<file path="src/rtl/cpu_memory_pkg.sv">
// Shared definitions for the mox125 memory-access stage: control-bit
// positions, access-size encodings and the stage FSM states.
package cpu_memory_pkg;

  localparam int PCB_W  = 5;
  localparam int PCB_WA = 0;
  localparam int PCB_WB = 1;
  localparam int PCB_RM = 2;
  localparam int PCB_WM = 3;

  localparam logic [1:0] MEM_SIZE_BYTE  = 2'b00;
  localparam logic [1:0] MEM_SIZE_SHORT = 2'b01;
  localparam logic [1:0] MEM_SIZE_LONG  = 2'b10;

  typedef enum logic {
    ST_IDLE,
    ST_ACCESS
  } mem_state_e;

endpackage

</file>
<file path="src/rtl/cpu_memory_lanes.sv">
// Big-endian lane steering: byte selects, store-data replication and
// load-data extraction with zero extension.
module cpu_memory_lanes
  import cpu_memory_pkg::*;
(
  input  logic [1:0]  i_size,
  input  logic [1:0]  i_a,
  input  logic [31:0] i_st_data,
  input  logic [31:0] i_ld_data,
  output logic [3:0]  o_sel,
  output logic [31:0] o_st_data,
  output logic [31:0] o_ld_data
);

  always_comb begin
    o_sel     = 4'b1111;
    o_st_data = i_st_data;
    o_ld_data = i_ld_data;
    case (i_size)
      MEM_SIZE_BYTE: begin
        o_sel     = 4'b1000 >> i_a;
        o_st_data = {4{i_st_data[7:0]}};
        case (i_a)
          2'd0:    o_ld_data = {24'd0, i_ld_data[31:24]};
          2'd1:    o_ld_data = {24'd0, i_ld_data[23:16]};
          2'd2:    o_ld_data = {24'd0, i_ld_data[15:8]};
          default: o_ld_data = {24'd0, i_ld_data[7:0]};
        endcase
      end
      MEM_SIZE_SHORT: begin
        o_sel     = i_a[1] ? 4'b0011 : 4'b1100;
        o_st_data = {2{i_st_data[15:0]}};
        o_ld_data = i_a[1] ? {16'd0, i_ld_data[15:0]} : {16'd0, i_ld_data[31:16]};
      end
      default: ;  // long, and the 2'b11 encoding which behaves as long
    endcase
  end

endmodule

</file>
<file path="src/rtl/cpu_memory.sv">
// Memory-access stage: one Wishbone-classic load/store per instruction,
// stalling upstream while the bus cycle is outstanding.
module cpu_memory
  import cpu_memory_pkg::*;
#(
  parameter int PCB_WIDTH = PCB_W
) (
  input  logic                 clk_i,
  input  logic                 rst_i,
  input  logic [PCB_WIDTH-1:0] pipeline_control_bits_i,
  input  logic [1:0]           mem_size_i,
  input  logic [31:0]          memory_address_i,
  input  logic [31:0]          mem_result_i,
  input  logic [31:0]          reg0_result_i,
  input  logic [31:0]          reg1_result_i,
  input  logic [3:0]           register0_write_index_i,
  input  logic [3:0]           register1_write_index_i,
  input  logic [31:0]          PC_i,
  output logic                 stall_o,
  output logic [PCB_WIDTH-1:0] pipeline_control_bits_o,
  output logic                 register_wea_o,
  output logic                 register_web_o,
  output logic [31:0]          reg0_result_o,
  output logic [31:0]          reg1_result_o,
  output logic [3:0]           register0_write_index_o,
  output logic [3:0]           register1_write_index_o,
  output logic [31:0]          PC_o,
  output logic                 wb_cyc_o,
  output logic                 wb_stb_o,
  output logic                 wb_we_o,
  output logic [31:0]          wb_adr_o,
  output logic [3:0]           wb_sel_o,
  output logic [31:0]          wb_dat_o,
  input  logic [31:0]          wb_dat_i,
  input  logic                 wb_ack_i
);

  mem_state_e           r_state;
  logic [PCB_WIDTH-1:0] r_h_pcb;
  logic [1:0]           r_h_size;
  logic [1:0]           r_h_a;
  logic                 r_h_load;
  logic [31:0]          r_h_reg0;
  logic [31:0]          r_h_reg1;
  logic [31:0]          r_h_pc;
  logic [3:0]           r_h_idx0;
  logic [3:0]           r_h_idx1;

  logic                 w_mem_req;
  logic [1:0]           w_size;
  logic [1:0]           w_a;
  logic [3:0]           w_sel;
  logic [31:0]          w_st_data;
  logic [31:0]          w_ld_data;

  assign w_mem_req = pipeline_control_bits_i[PCB_RM] | pipeline_control_bits_i[PCB_WM];
  assign stall_o   = (r_state == ST_ACCESS);

  // Lanes see the live request in IDLE and the captured size/offset in ACCESS.
  assign w_size = (r_state == ST_IDLE) ? mem_size_i : r_h_size;
  assign w_a    = (r_state == ST_IDLE) ? memory_address_i[1:0] : r_h_a;

  cpu_memory_lanes u_lanes (
    .i_size    (w_size),
    .i_a       (w_a),
    .i_st_data (mem_result_i),
    .i_ld_data (wb_dat_i),
    .o_sel     (w_sel),
    .o_st_data (w_st_data),
    .o_ld_data (w_ld_data)
  );

  always_ff @(posedge clk_i) begin
    if (r_state == ST_IDLE && w_mem_req) begin
      r_h_pcb  <= pipeline_control_bits_i;
      r_h_size <= mem_size_i;
      r_h_a    <= memory_address_i[1:0];
      r_h_load <= pipeline_control_bits_i[PCB_RM] & ~pipeline_control_bits_i[PCB_WM];
      r_h_reg0 <= reg0_result_i;
      r_h_reg1 <= reg1_result_i;
      r_h_pc   <= PC_i;
      r_h_idx0 <= register0_write_index_i;
      r_h_idx1 <= register1_write_index_i;
    end
  end

  always_ff @(posedge clk_i) begin
    if (rst_i) begin
      r_state                 <= ST_IDLE;
      wb_cyc_o                <= 1'b0;
      wb_stb_o                <= 1'b0;
      wb_we_o                 <= 1'b0;
      wb_adr_o                <= '0;
      wb_sel_o                <= '0;
      wb_dat_o                <= '0;
      pipeline_control_bits_o <= '0;
      register_wea_o          <= 1'b0;
      register_web_o          <= 1'b0;
      reg0_result_o           <= '0;
      reg1_result_o           <= '0;
      register0_write_index_o <= '0;
      register1_write_index_o <= '0;
      PC_o                    <= '0;
    end else if (r_state == ST_IDLE) begin
      if (w_mem_req) begin
        r_state                 <= ST_ACCESS;
        wb_cyc_o                <= 1'b1;
        wb_stb_o                <= 1'b1;
        wb_we_o                 <= pipeline_control_bits_i[PCB_WM];
        wb_adr_o                <= {memory_address_i[31:2], 2'b00};
        wb_sel_o                <= w_sel;
        wb_dat_o                <= w_st_data;
        pipeline_control_bits_o <= '0;
        register_wea_o          <= 1'b0;
        register_web_o          <= 1'b0;
      end else begin
        pipeline_control_bits_o <= pipeline_control_bits_i;
        register_wea_o          <= pipeline_control_bits_i[PCB_WA];
        register_web_o          <= pipeline_control_bits_i[PCB_WB];
        reg0_result_o           <= reg0_result_i;
        reg1_result_o           <= reg1_result_i;
        register0_write_index_o <= register0_write_index_i;
        register1_write_index_o <= register1_write_index_i;
        PC_o                    <= PC_i;
      end
    end else if (wb_ack_i) begin
      // Retire the captured instruction; stores forward reg0 for $sp updates.
      r_state                 <= ST_IDLE;
      wb_cyc_o                <= 1'b0;
      wb_stb_o                <= 1'b0;
      wb_we_o                 <= 1'b0;
      pipeline_control_bits_o <= r_h_pcb;
      register_wea_o          <= r_h_pcb[PCB_WA];
      register_web_o          <= r_h_pcb[PCB_WB];
      reg0_result_o           <= r_h_load ? w_ld_data : r_h_reg0;
      reg1_result_o           <= r_h_reg1;
      register0_write_index_o <= r_h_idx0;
      register1_write_index_o <= r_h_idx1;
      PC_o                    <= r_h_pc;
    end
  end

endmodule

</file>
<file path="config.mk">
export PLATFORM = sky130hd
export DESIGN_NAME = cpu_memory
export DESIGN_NICKNAME = d
export VERILOG_FILES = /design/src/rtl/cpu_memory_pkg.sv /design/src/rtl/cpu_memory_lanes.sv /design/src/rtl/cpu_memory.sv
export SDC_FILE = /design/constraint.sdc
export NUM_CORES = 1
export LEC_CHECK = 0
export ABC_AREA = 1
export BUFFER_PORTS_ARGS = -buffer_cell sky130_fd_sc_hd__clkbuf_2
export CAP_MARGIN = 15
export CORE_UTILIZATION = 40
export CTS_BUF_LIST = sky130_fd_sc_hd__clkbuf_16
export CTS_CLUSTER_SIZE = 10
export DETAILED_ROUTE_END_ITERATION = 12
export PLACE_DENSITY = 0.76
export SLEW_MARGIN = 0
export SYNTH_ARGS = -nofsm -noshare
export SYNTH_HDL_FRONTEND = slang
export SYNTH_SLANG_ARGS = --single-unit
</file>
<file path="constraint.sdc">
create_clock -name clk_i -period 3.7 [get_ports clk_i]
set_input_delay 0.185 -clock clk_i [delete_from_list [all_inputs] [get_ports clk_i]]
set_output_delay 0.185 -clock clk_i [all_outputs]
set_load 0.02 [all_outputs]
</file>
# [After elaboration in Yosys (flattened, before gate mapping)]
# Cells that the tools add are included.
[totals] ff_bits=294 in_bits=210 out_inout_bits=183 word_cells=81
[op_classes] n_eq_ne=5 shift=1 muxes=41 bitwise_logic=4 n_reduce_logical=7
[op_table] operator="2-to-1 mux 32 bit" count=10
[op_table] operator="one-hot mux 32 bit (2 select lines)" count=2
[op_table] operator="2-to-1 mux 4 bit" count=7
[op_table] operator="one-hot mux 8 bit (3 select lines)" count=1
[op_table] operator="2-to-1 mux 16 bit" count=1
[op_table] operator="2-to-1 mux 5 bit" count=3
[op_table] operator="2-to-1 mux 1 bit" count=14
[op_table] operator="one-hot mux 4 bit (2 select lines)" count=1
[op_table] operator="AND reduction 2 bit" count=3
[op_table] operator="== test 2 x 1 -> 1 bit (second input constant)" count=2
[op_table] operator="zero test 2 bit" count=2
[op_table] operator="2-to-1 mux 2 bit" count=2
[op_table] operator="inequality test 2 bit (second input constant)" count=2
[op_table] operator=">> shifter 4 x 2 -> 4 bit (first input constant)" count=1
[op_table] operator="== test 2 bit (second input constant)" count=1
[op_table] operator="NOT 1 bit" count=2
[op_table] operator="nonzero test 2 bit" count=1
[op_table] operator="AND 1 bit" count=1
[op_table] operator="logical AND 1 bit" count=1
[op_table] operator="bitwise OR 1 bit" count=1

# [Logic depth before layout (Yosys ltp)]
# Gate-level depths: netlist of the first run.
[depth] ltp_word=7 mapped_depth=14

# [Modules after synthesis]
# A second synthesis of the first run with hierarchy kept.
[hier_totals] hier_cells=1714 hier_area_um2=12884.9
[by_module_without_submodules] mod="cpu_memory" n_inst=1 cells_per_inst=1493 area_each_um2=11885.1 seq_area_each_um2=6986.7
[by_module_without_submodules] mod="cpu_memory_lanes" n_inst=1 cells_per_inst=221 area_each_um2=999.7 seq_area_each_um2=0.0

# [Least setup slack after synthesis of the first run]
# OpenSTA, ideal clock, no wires.
[synth_timing] path_type="register to register" startpoint="register r_state, in the netlist stall_o" endpoint="register r_h_a[0] (enable)" setup_ns=0.425 t_arrival_ns=2.448 path_slack_ns=0.827 stages_incl_launch_ff=6 path_buffers=4 cell_sequence="dfxtp_1 > buf_4 > buf_4 > nor2_1 > buf_2 > buf_2"
[synth_between] elab_chain_cells=2
[synth_lines] element="from (decl)" line="cpu_memory.sv:38" rtl="mem_state_e r_state;"
[synth_lines] element="from (signal assigned)" line="cpu_memory.sv:89" rtl="r_state <= ST_IDLE;"
[synth_lines] element="from (signal assigned)" line="cpu_memory.sv:106" rtl="r_state <= ST_ACCESS;"
[synth_lines] element="from (signal assigned)" line="cpu_memory.sv:128" rtl="r_state <= ST_IDLE;"
[synth_lines] element="NOT 1 bit (no source line)"
[synth_lines] element="logical AND 1 bit" line="cpu_memory.sv:74" rtl="if (r_state == ST_IDLE && w_mem_req) begin"
[synth_lines] element="to (signal assigned)" line="cpu_memory.sv:77" rtl="r_h_a <= memory_address_i[1:0];"
[synth_lines] element="to (decl)" line="cpu_memory.sv:41" rtl="logic [1:0] r_h_a;"
# Every way passes these cells.
# A chain may end at the register's enable or synchronous reset.

# [Worst setup path after layout of the first run]
[layout_timing] startpoint="register r_state, in the netlist stall_o" endpoint="register wb_dat_o[24]"
[layout_between] elab_chain_cells=3 word_cells_on_any_way=6 classes_between="1 x eq/ne; 2 x mux; 1 x bitwise; 2 x reduce/logical"
[layout_lines] element="2-to-1 mux 2 bit" line="cpu_memory.sv:60" rtl="assign w_size = (r_state == ST_IDLE) ? mem_size_i : r_h_size;"
[layout_lines] element="== test 2 x 1 -> 1 bit / zero test 2 bit (equally long branches)" line="cpu_memory_lanes.sv:19" rtl="case (i_size)"
[layout_lines] element="one-hot mux 32 bit (2 select lines)" line="cpu_memory_lanes.sv:19"
[layout_lines] element="to (signal assigned)" line="cpu_memory.sv:112" rtl="wb_dat_o <= w_st_data;"
[layout_lines] element="to (decl)" line="cpu_memory.sv:33" rtl="output logic [31:0] wb_dat_o,"
# Several ways; a longest one is shown, not always the timed one.

==> impl_results.md, run 1 <==
* Status: finished clean
* RSZ-0062 raised after global routing: false
* Slew margin rel. at 0.2686
* Most common cell in the synthesized netlist: nand2_1
* Fin util at 0.5871
* Area growth from synthesis to layout at 42.57%
* Max IR drop VDD at 0.4923 mV
* Gr ovfl total at 0
* CTS tree: done
* H-Tree Depth at 2
* Vias/cell at 5.093
* Clock latency on the worst-skew pair at 520 ps
* Peak fanout along the critical path at 98
* First-pass DRT Iterations at 5
* Crit share post-route at 0.8043
* HP Class: input port to register
* Antenna violations before repair at 3
* Cell count along the critical path at 8
* PD cells at 502.8 nW/um^2
* Root Driver: clkbuf_16
* Register Area at 6990 sq um
* GR Util met1 at 0.3008
* Largest net degree at the start of global routing at around 200
* Critical path required time at 4150 ps
* Routed WL per cell at 17.55 microns
* GRT Max-Usage Layer: met2
* F_max at 336.0 MHz
* Post-route ant nets at 0
* Hold path depth at 3
* CP Cell Sequence: buf_12, nand2_1, nand2_2, nand2_2, inv_2, nand2_1, a31oi_1, dlygate4sd3_1
* Grt met3 use at 0.06088
* Clock skew at 14.01 ps
* Number of fill cells at between 2k and 2.5k
* CP max stage cell: dfxtp_4
* Initial Util at 0.4118
* Period minus WS final at 2976 ps
* Io pins at a little under 400
* Crit Path Category: register to register
* Grt met2 use at 0.4208
* Die area at 29680 sq um
* Resized cells post-CTS at 0
* CTS Buf Count at 36
* Vias in the first global route at 10.69k
* Top-area cell type share of the netlist area at 0.3072
* Final Hold Vio Count at 0
* Worst EP arrival at around 3400 ps
* Synth area leaders: dfxtp_1 31%, edfxtp_1 30%, nand2_1 9.9%
* Clock Tree Buf Depth at 3
* Layout cells sized above 1 at 0.2563
* Area of the multi-input gates at 4039 sq um
* Sequential fraction of the synthesis area at 0.6024
* Synthesis-stage register bit count at 292
* Die Ht at 172.3 microns
* Via total after detailed routing at around 11k
* Placer Congestion at 0.9212
* Fin Setup TNS at 0 ps
* Drt initial violations at 771
* Rows at 61
* Number of synthesized flops with an enable pin at 114
* R2R depth at 8
* CP Capture Type: register
* Finish-stage setup viols at 0
* # clock sinks at roughly 290
* Synth async-reset ratio at 0
* Yosys top cell by area: dfxtp_1
* Synth warn at 0
* DRC viols at 0
* Die Wd at 172.3 microns
* Count of cell types in the netlist at 28
* Detailed Route WL at about 38000 microns
* Syn Area/Cell at about 9.5 sq um
* Final Slew Violations at 0
* GR Util All Layers at 0.2467
* Worst Tran Pin Value at 1097 ps
* Crit path buffers/inverters at 3
* # port buffers at 390
* HPWL after detailed placement at about 23000 microns
* Clk slew on worst S/H paths at 60 ps
* Core ar. at 28160 sq um
* Ys flop type: dfxtp_1
* Crit path largest cell delay at approximately 620 ps
* Family with the most delay on the worst path: buffers and inverters
* Nets at roughly 2.0k
* Maxcap violations at 0
* Mapped Cells at 1226
* Wire length of the first global-routing pass at about 57000 microns
* Leakage at 7.596 nW
* Post-Synthesis Cell Area at 11600 sq um
* CP startpoint kind: register
* Synth cell count leaders: 305 x nand2_1, 178 x dfxtp_1, 143 x o21ai_0
what timing repair did:
| item | in CTS | in global routing |
|---|---|---|
| hold buffers | 176 | 0 |
| buffers inserted | 0 | 0 |
| endpoints found under the hold margin | 236 | 0 |
placed cells by master (no fill, tap or decap), types with 10 or more instances in the layout:
master and n:
clkbuf_2 390, nand2_1 305, dfxtp_1 177, dlygate4sd3_1 176, o21ai_0 143, nor2_1 119
edfxtp_1 114, mux2i_1 72, inv_1 65, a21oi_1 54, clkbuf_16 36, nand3_1 34
o211ai_1 18, a31oi_1 17, o21ai_1 10
state kept, by name, summed over array words and instances (netlist names), 2 cells and up:
register,cells
register1_write_index_o,4
r_h_pcb,5
r_h_reg1,32
r_h_pc,32
r_h_a,2
wb_sel_o,4
pipeline_control_bits_o,5
r_h_idx0,4
reg1_result_o,32
PC_o,32
reg0_result_o,32
wb_dat_o,32
register0_write_index_o,4
r_h_idx1,4
r_h_size,2
r_h_reg0,32
wb_adr_o,30
kinds of logic (layout without fill, tap and decap cells):
logic type,Yosys count,in the layout,share of synthesized area
simple gates,471,471,0.1612
flops,292,292,0.6024
compound gates,259,259,0.1228
buf+inv,131,687,0.05124
mux,72,72,0.06214
other cells,1,4,0.0003233
worst reg2reg max path, stage by stage, from the launching register on:
cell and delay [ps]:
dfxtp_4 620, buf_12 440, nand2_1 380, nand2_2 200
nand2_2 190, inv_2 260, nand2_1 120, a31oi_1 140
dlygate4sd3_1 570
where the power goes:
part	total [W]	internal [W]	switching [W]
Clock	0.00310	0.00177	0.00134
Sequential	0.00378	0.00364	0.000145
Combinational	0.00143	0.000536	0.000891
final timing paths:
kind                      from                end  slack [ps]
max reg2reg            stall_o       wb_dat_o[24]         720
max                    stall_o       wb_dat_o[24]         720
min           mem_result_i[25]       wb_dat_o[25]          20
min reg2reg  reg0_result_o[15]  reg0_result_o[15]         450
through the flow:
step           worst slack (ps)  power (W)  std cells  hold WS (ps)  area [sq um]
2_1_floorplan             827.4   0.004591       1227         283.9         11600
3_3_place_gp               1338   0.005054       1921         379.1         13720
3_5_place_dp               1292   0.005082       1921         379.2         13720
4_1_cts                   843.8   0.008335       2161         1.164         16530
5_1_grt                   585.8   0.008659       2162         24.66         16530
6_report                  724.1   0.008314       2163         15.65         16540
layout make-up:
type / count / share of cell area
antenna: 2 / 0.0003027
clock buffer: 36 / 0.05448
clock inverter: 28 / 0.008777
inverter: 49 / 0.01112
multi-input combinational: 804 / 0.2442
sequential: 292 / 0.4227
tap: 378 / 0.02860
timing repair buffer: 574 / 0.2297
routing by layer:
metal | part of all wire | wire length (microns)
met4 | 0.033 | 1263
met1 | 0.41 | 15420
met5 | 0.00034 | 13
met3 | 0.071 | 2709
met2 | 0.49 | 18560
Note: power is estimated with default switching activity, not from simulation.
==> run 2: changes to the inputs <==
Settings changed: ABC_AREA 1 to 0, PLACE_DENSITY 0.76 to 0.78.
Clock period 3.7 ns to 2.4 ns, I/O delays scaled along.
==> impl_results.md, run 2 <==
* Nets at 1867
* Worst EP arrival at between 2000 and 3000 ps
* Critical path required time at 2840 ps
* Post-route ant nets at 0
* Clock Tree Buf Depth at 3
* Most common cell in the synthesized netlist: nand2_1
* Syn Area/Cell at 10.56 sq um
* Core ar. at 28630 sq um
* # clock sinks at 292
* HPWL after detailed placement at 23920 microns
* Post-Synthesis Cell Area at 11620 sq um
* Crit share post-route at 0.9082
* Maxcap violations at 0
* Synth warn at 0
* Die Wd at between 150 and 200 microns
* # port buffers at slightly below 400
* Area growth from synthesis to layout at 45.42%
* Count of cell types in the netlist at 53
* Period minus WS final at 2180 ps
* Drt initial violations at a little under 800
* Number of synthesized flops with an enable pin at 114
* Yosys top cell by area: dfxtp_1
* Die Ht at 172.4 microns
* Fin area at ~17000 sq um
* Rows at 62
* Synth async-reset ratio at 0
* Vias/cell at about 5.3
* CTS Buf Count at 35
* Routed WL per cell at 18.65 microns
* Final Hold Vio Count at 0
* Placer Congestion at around 0.87
* Largest net degree at the start of global routing at 89
* RSZ-0062 raised after global routing: false
* Layout cells sized above 1 at 0.2859
* Leakage at about 7.3 nW
* GR Util All Layers at 0.2469
* Sequential fraction of the synthesis area at 0.6013
* Area of the multi-input gates at about 4200 sq um
* F_max at 458.8 MHz
* Finish-stage setup viols at 0
* CP Capture Type: register
* Final Slew Violations at 0
* Gr ovfl total at 0
* Clk slew on worst S/H paths at around 60 ps
* Top-area cell type share of the netlist area at 0.3067
* Met3 Wirelength at around 3400 microns
* Clock latency on the worst-skew pair at between 500 and 600 ps
* Area post-placement at 13990 sq um
* Fin Setup TNS at 0 ps
* PD cells at 751.5 nW/um^2
* Crit Path Category: register to register
* Metal2 WL at 18530 microns
* Synth area leaders: dfxtp_1 31%, edfxtp_1 29%, mux2i_1 7.5%
* Peak fanout along the critical path at 22
* Place WS at a little over 400 ps
* Synth cell count leaders: 187 x nand2_1, 178 x dfxtp_1, 114 x edfxtp_1
* Status: finished clean
* Initial Util at 0.4059
* Most frequent cells in the layout: 389 x clkbuf_2, 188 x dlygate4sd3_1, 187 x nand2_1
* Number of fill cells at 2217
* Root Driver: clkbuf_16
* Via total after detailed routing at 11.01k
* Die area at 29740 sq um
* Antenna violations before repair at 4
* Setup ws final at ~220 ps
* HP Class: input port to register
* Met1 WL at 14920 microns
* Max IR drop VDD at 0.5671 mV
* Vias in the first global route at 10.86k
* Wire length of the first global-routing pass at 56930 microns
* CTS tree: done
* First-pass DRT Iterations at 7
* Commonest non-fill, non-tap cell in the layout: clkbuf_2
* Io pins at ~390
* Max Used Layer: met4
* CP startpoint kind: register
* Ys flop type: dfxtp_1
* Synthesis-stage register bit count at about 300
* Register Area at roughly 7000 sq um
* Slew margin rel. at 0.5787
* Clock skew at 15.11 ps
* Fin util at 0.5903
* H-Tree Depth at 2
* Mapped Cells at 1100
* DRC viols at 0
* Detailed Route WL at 38600 microns
* # Post-CTS Setup Buffers at 0
* Worst Tran Pin Value at 631.9 ps
[run 2: changes by cell type in the layout (fill, tap and decap cells not counted), moves of 18 or more]
cell / change
nor2_1: -75
a21oi_1: +45
inv_1: -27
nand2_1: -118
nand3_1: -18
o21ai_0: -48
[run 2: timing repair]
action / CTS / global route
endpoints found under the setup margin: 0 / 2
resized for setup: 0 / 2
hold buffers: 188 / 0
endpoints found under the hold margin: 269 / 0
[run 2: cell type report]
type / instances / share of cell area
Antenna cell: 6 / 0.0008886
Clock buffer: 36 / 0.05331
Clock inverter: 23 / 0.006146
Inverter: 19 / 0.004665
Multi-Input combinational cell: 702 / 0.2462
Sequential cell: 292 / 0.4137
Tap cell: 384 / 0.02843
Timing Repair Buffer: 607 / 0.2466
[run 2: logic make-up (layout without fill, tap and decap cells)]
logic type	Yosys count	after routing	synth area share
flip-flops	292	292	0.6013
buffers and inverters	107	685	0.04221
other	1	8	0.0003227
AND/OR/NAND/NOR	301	301	0.1126
AO/OA/AOI/OAI	307	307	0.1631
multiplexers	92	92	0.08044
[run 2: worst max-delay path, cell delays in order (launching register included)]
cell	delay (ps)
edfxtp_1	490
buf_6	230
nor2_1	140
a21o_2	340
nand2_1	90
a311oi_1	240
dlygate4sd3_1	580
[run 2: path summary, 6_finish.rpt]
check	cells after the start	slack (ps)	to	from
max reg2reg	6	220	wb_dat_o[12]	r_h_size[1]
min	3	40	pipeline_control_bits_o[2]	wb_ack_i
min reg2reg	2	450	reg1_result_o[27]	reg1_result_o[27]
max	6	220	wb_dat_o[12]	r_h_size[1]
[run 2: report_power, final]
group | switching (W) | internal, W
Clock | 0.00198 | 0.00269
Sequential | 0.000218 | 0.00559
Combinational | 0.00132 | 0.000901
Total | 0.00352 | 0.00918
[run 2: layer usage]
| metal | vias to the layer above | track usage |
|---|---|---|
| met3 | 142 | 0.06638 |
| met2 | 611 | 0.4132 |
| met5 | - | 0 |
| li1 | 5090 | - |
| met1 | 5164 | 0.2895 |
| met4 | 0 | 0.1274 |
[run 2: stage by stage]
| stage | power [W] | hold WS [ps] | std cells |
|---|---|---|---|
| global placement | 0.007760 | 314.4 | 1816 |
| floorplan | 0.007006 | 218.9 | 1101 |
| CTS | 0.01274 | 18.10 | 2063 |
| finish | 0.01270 | 37.44 | 2069 |
| detailed placement | 0.007823 | 316.9 | 1816 |
| global route | 0.01321 | 46.07 | 2067 |
==> run 3: changes to the inputs <==
--- a/config.mk
+++ b/config.mk
@@ -9,3 +9,2 @@
 export BUFFER_PORTS_ARGS = -buffer_cell sky130_fd_sc_hd__clkbuf_2
-export CAP_MARGIN = 15
 export CORE_UTILIZATION = 40
==> constraint.sdc (replaced) <==
create_clock -name clk_i -period 2.4 [get_ports clk_i]
set_input_delay 0.48 -clock clk_i [delete_from_list [all_inputs] [get_ports clk_i]]
set_output_delay 0.48 -clock clk_i [all_outputs]
set_load 0.02 [all_outputs]
==> impl_results.md, run 3 (same netlist as run 2, synthesis figures left out) <==
* N_diodes at 0
* First-pass DRT Iterations at 6
* Io pins at roughly 390
* Antenna violations before repair at 1
* GRT Max-Usage Layer: met2
* CTS Buf Count at 36
* # Post-CTS Setup Buffers at 0
* Status: finished clean
* CP startpoint kind: register
* Clk slew on worst S/H paths at 60 ps
* Via total after detailed routing at 9939
* Resized cells post-CTS at 0
* Vias in the first global route at 9435
* # port buffers at 390
* Clock latency on the worst-skew pair at 500 ps
* Grt met2 use at 0.3671
* Post-Place Cells at 1817
* Gr ovfl total at 0
* H-Tree Depth at 2
* Final Hold Vio Count at 0
* CTS tree: done
* Crit Path Category: register to register
* Period minus WS final at 2050 ps
* R2r setup slk at 350 ps
* Finished Layout Cells at approximately 1.9k
* RSZ-0062 raised after global routing: false
* Finish-stage setup viols at 0
* Hold slack at ~170 ps
* Maxcap violations at 0
* Commonest non-fill, non-tap cell in the layout: clkbuf_2
* Fin Setup TNS at 0 ps
* Leakage at 6.527 nW
* Clock Tree Buf Depth at 3
* Post-route ant nets at 0
* CP max stage cell: nor3_2
* Crit share post-route at 0.8542
* F_max at 487.8 MHz
* Crit path largest cell delay at 480 ps
* Max IR drop VDD at approximately 0.55 mV
* Placer Congestion at 0.8480
* Detailed Route WL at 34090 microns
* PD cells at around 840 nW/um^2
* Root Driver: clkbuf_16
* Largest net degree at the start of global routing at 89
* Clock skew at 13.09 ps
* Die Wd at roughly 170 microns
* HPWL after detailed placement at 23510 microns
* Layout cells sized above 1 at 0.3226
* CP Cell Sequence: nor3_2, nor2_2, or2_2, buf_12, o21ai_0
* GR Util All Layers at 0.2183
* Rows at a little over 60
* GR Util met1 at 0.2580
* Worst EP arrival at 2460 ps
* Initial Util at 0.4059
* Final Slew Violations at 0
* Most frequent cells in the layout: 389 x clkbuf_2, 187 x nand2_1, 177 x dfxtp_1
* Drt initial violations at 744
* Routed WL per cell at roughly 18 microns
* Core ar. at 28630 sq um
* Critical path required time at 2810 ps
* Area growth from synthesis to layout at 29.62%
* Die Ht at roughly 170 microns
* Peak fanout along the critical path at between 80 and 90
* Worst Tran Pin Value at 763.4 ps
* CP Capture Type: register
* HP Class: input port to register
* # clock sinks at 292
* Slew margin rel. at 0.4911
* Grt met3 use at 0.07095
* Vias/cell at 5.284
* DRC viols at 0
* Die area at 29740 sq um
* CTS Hold Bufs at 0
* Wire length of the first global-routing pass at roughly 50000 microns
* Nets at 1681
==> run 3: worst max-delay path, delay by kind of cell (launching register included) <==
kind                   cells  cell delay [ps]
AND/OR/NAND/NOR            3              920
AO/OA/AOI/OAI              1              270
flip-flops                 1              460
buffers and inverters      1              180
==> run 3: final timing paths <==
kind,end,startpoint,cells past startpoint
setup reg to reg,reg1_result_o[16],stall_o,5
hold reg to reg,reg0_result_o[16],reg0_result_o[16],2
hold / removal,r_h_pcb[4],pipeline_control_bits_i[4],1
setup / recovery,reg1_result_o[16],stall_o,5
==> run 3: cell type report <==
| type | instances | area (sq um) |
|---|---|---|
| flip-flops and latches | 292 | 6990 |
| multi-input cells | 702 | 4159 |
| repair buffers | 420 | 2265 |
| inverters | 19 | 78.83 |
| well taps | 384 | 480.5 |
| fillers | 2544 | 13560 |
| clock buffers | 38 | 950.9 |
| clock inverters | 26 | 137.6 |
==> run 3: metrics by stage <==
stage | total power [W] | util | setup slack [ps] | area [sq um]
2_1_floorplan | 0.007006 | - | 41.24 | 11630
3_3_place_gp | 0.007748 | 0.4882 | 377.6 | 13970
3_5_place_dp | 0.007807 | 0.4882 | 319.2 | 13970
4_1_cts | 0.01277 | 0.5262 | 395.0 | 15060
5_1_grt | 0.01317 | 0.5262 | 227.0 | 15060
6_report | 0.01264 | 0.5262 | 350.0 | 15060
==> run 3: routing by layer <==
layer  part of all wire  vias up
li1                   -     4702
met1               0.40     4718
met2               0.47      439
met3              0.098       78
met4              0.030        2
met5            0.00038        -
==> run 3: power breakdown <==
part | internal [W] | total [W] | switching (W) | leakage (nW)
registers | 0.00559 | 0.00580 | 0.000207 | 2.58
clock network | 0.00294 | 0.00493 | 0.00199 | 0.604
logic | 0.000695 | 0.00191 | 0.00122 | 3.34
total | 0.00923 | 0.0126 | 0.00342 | 6.53
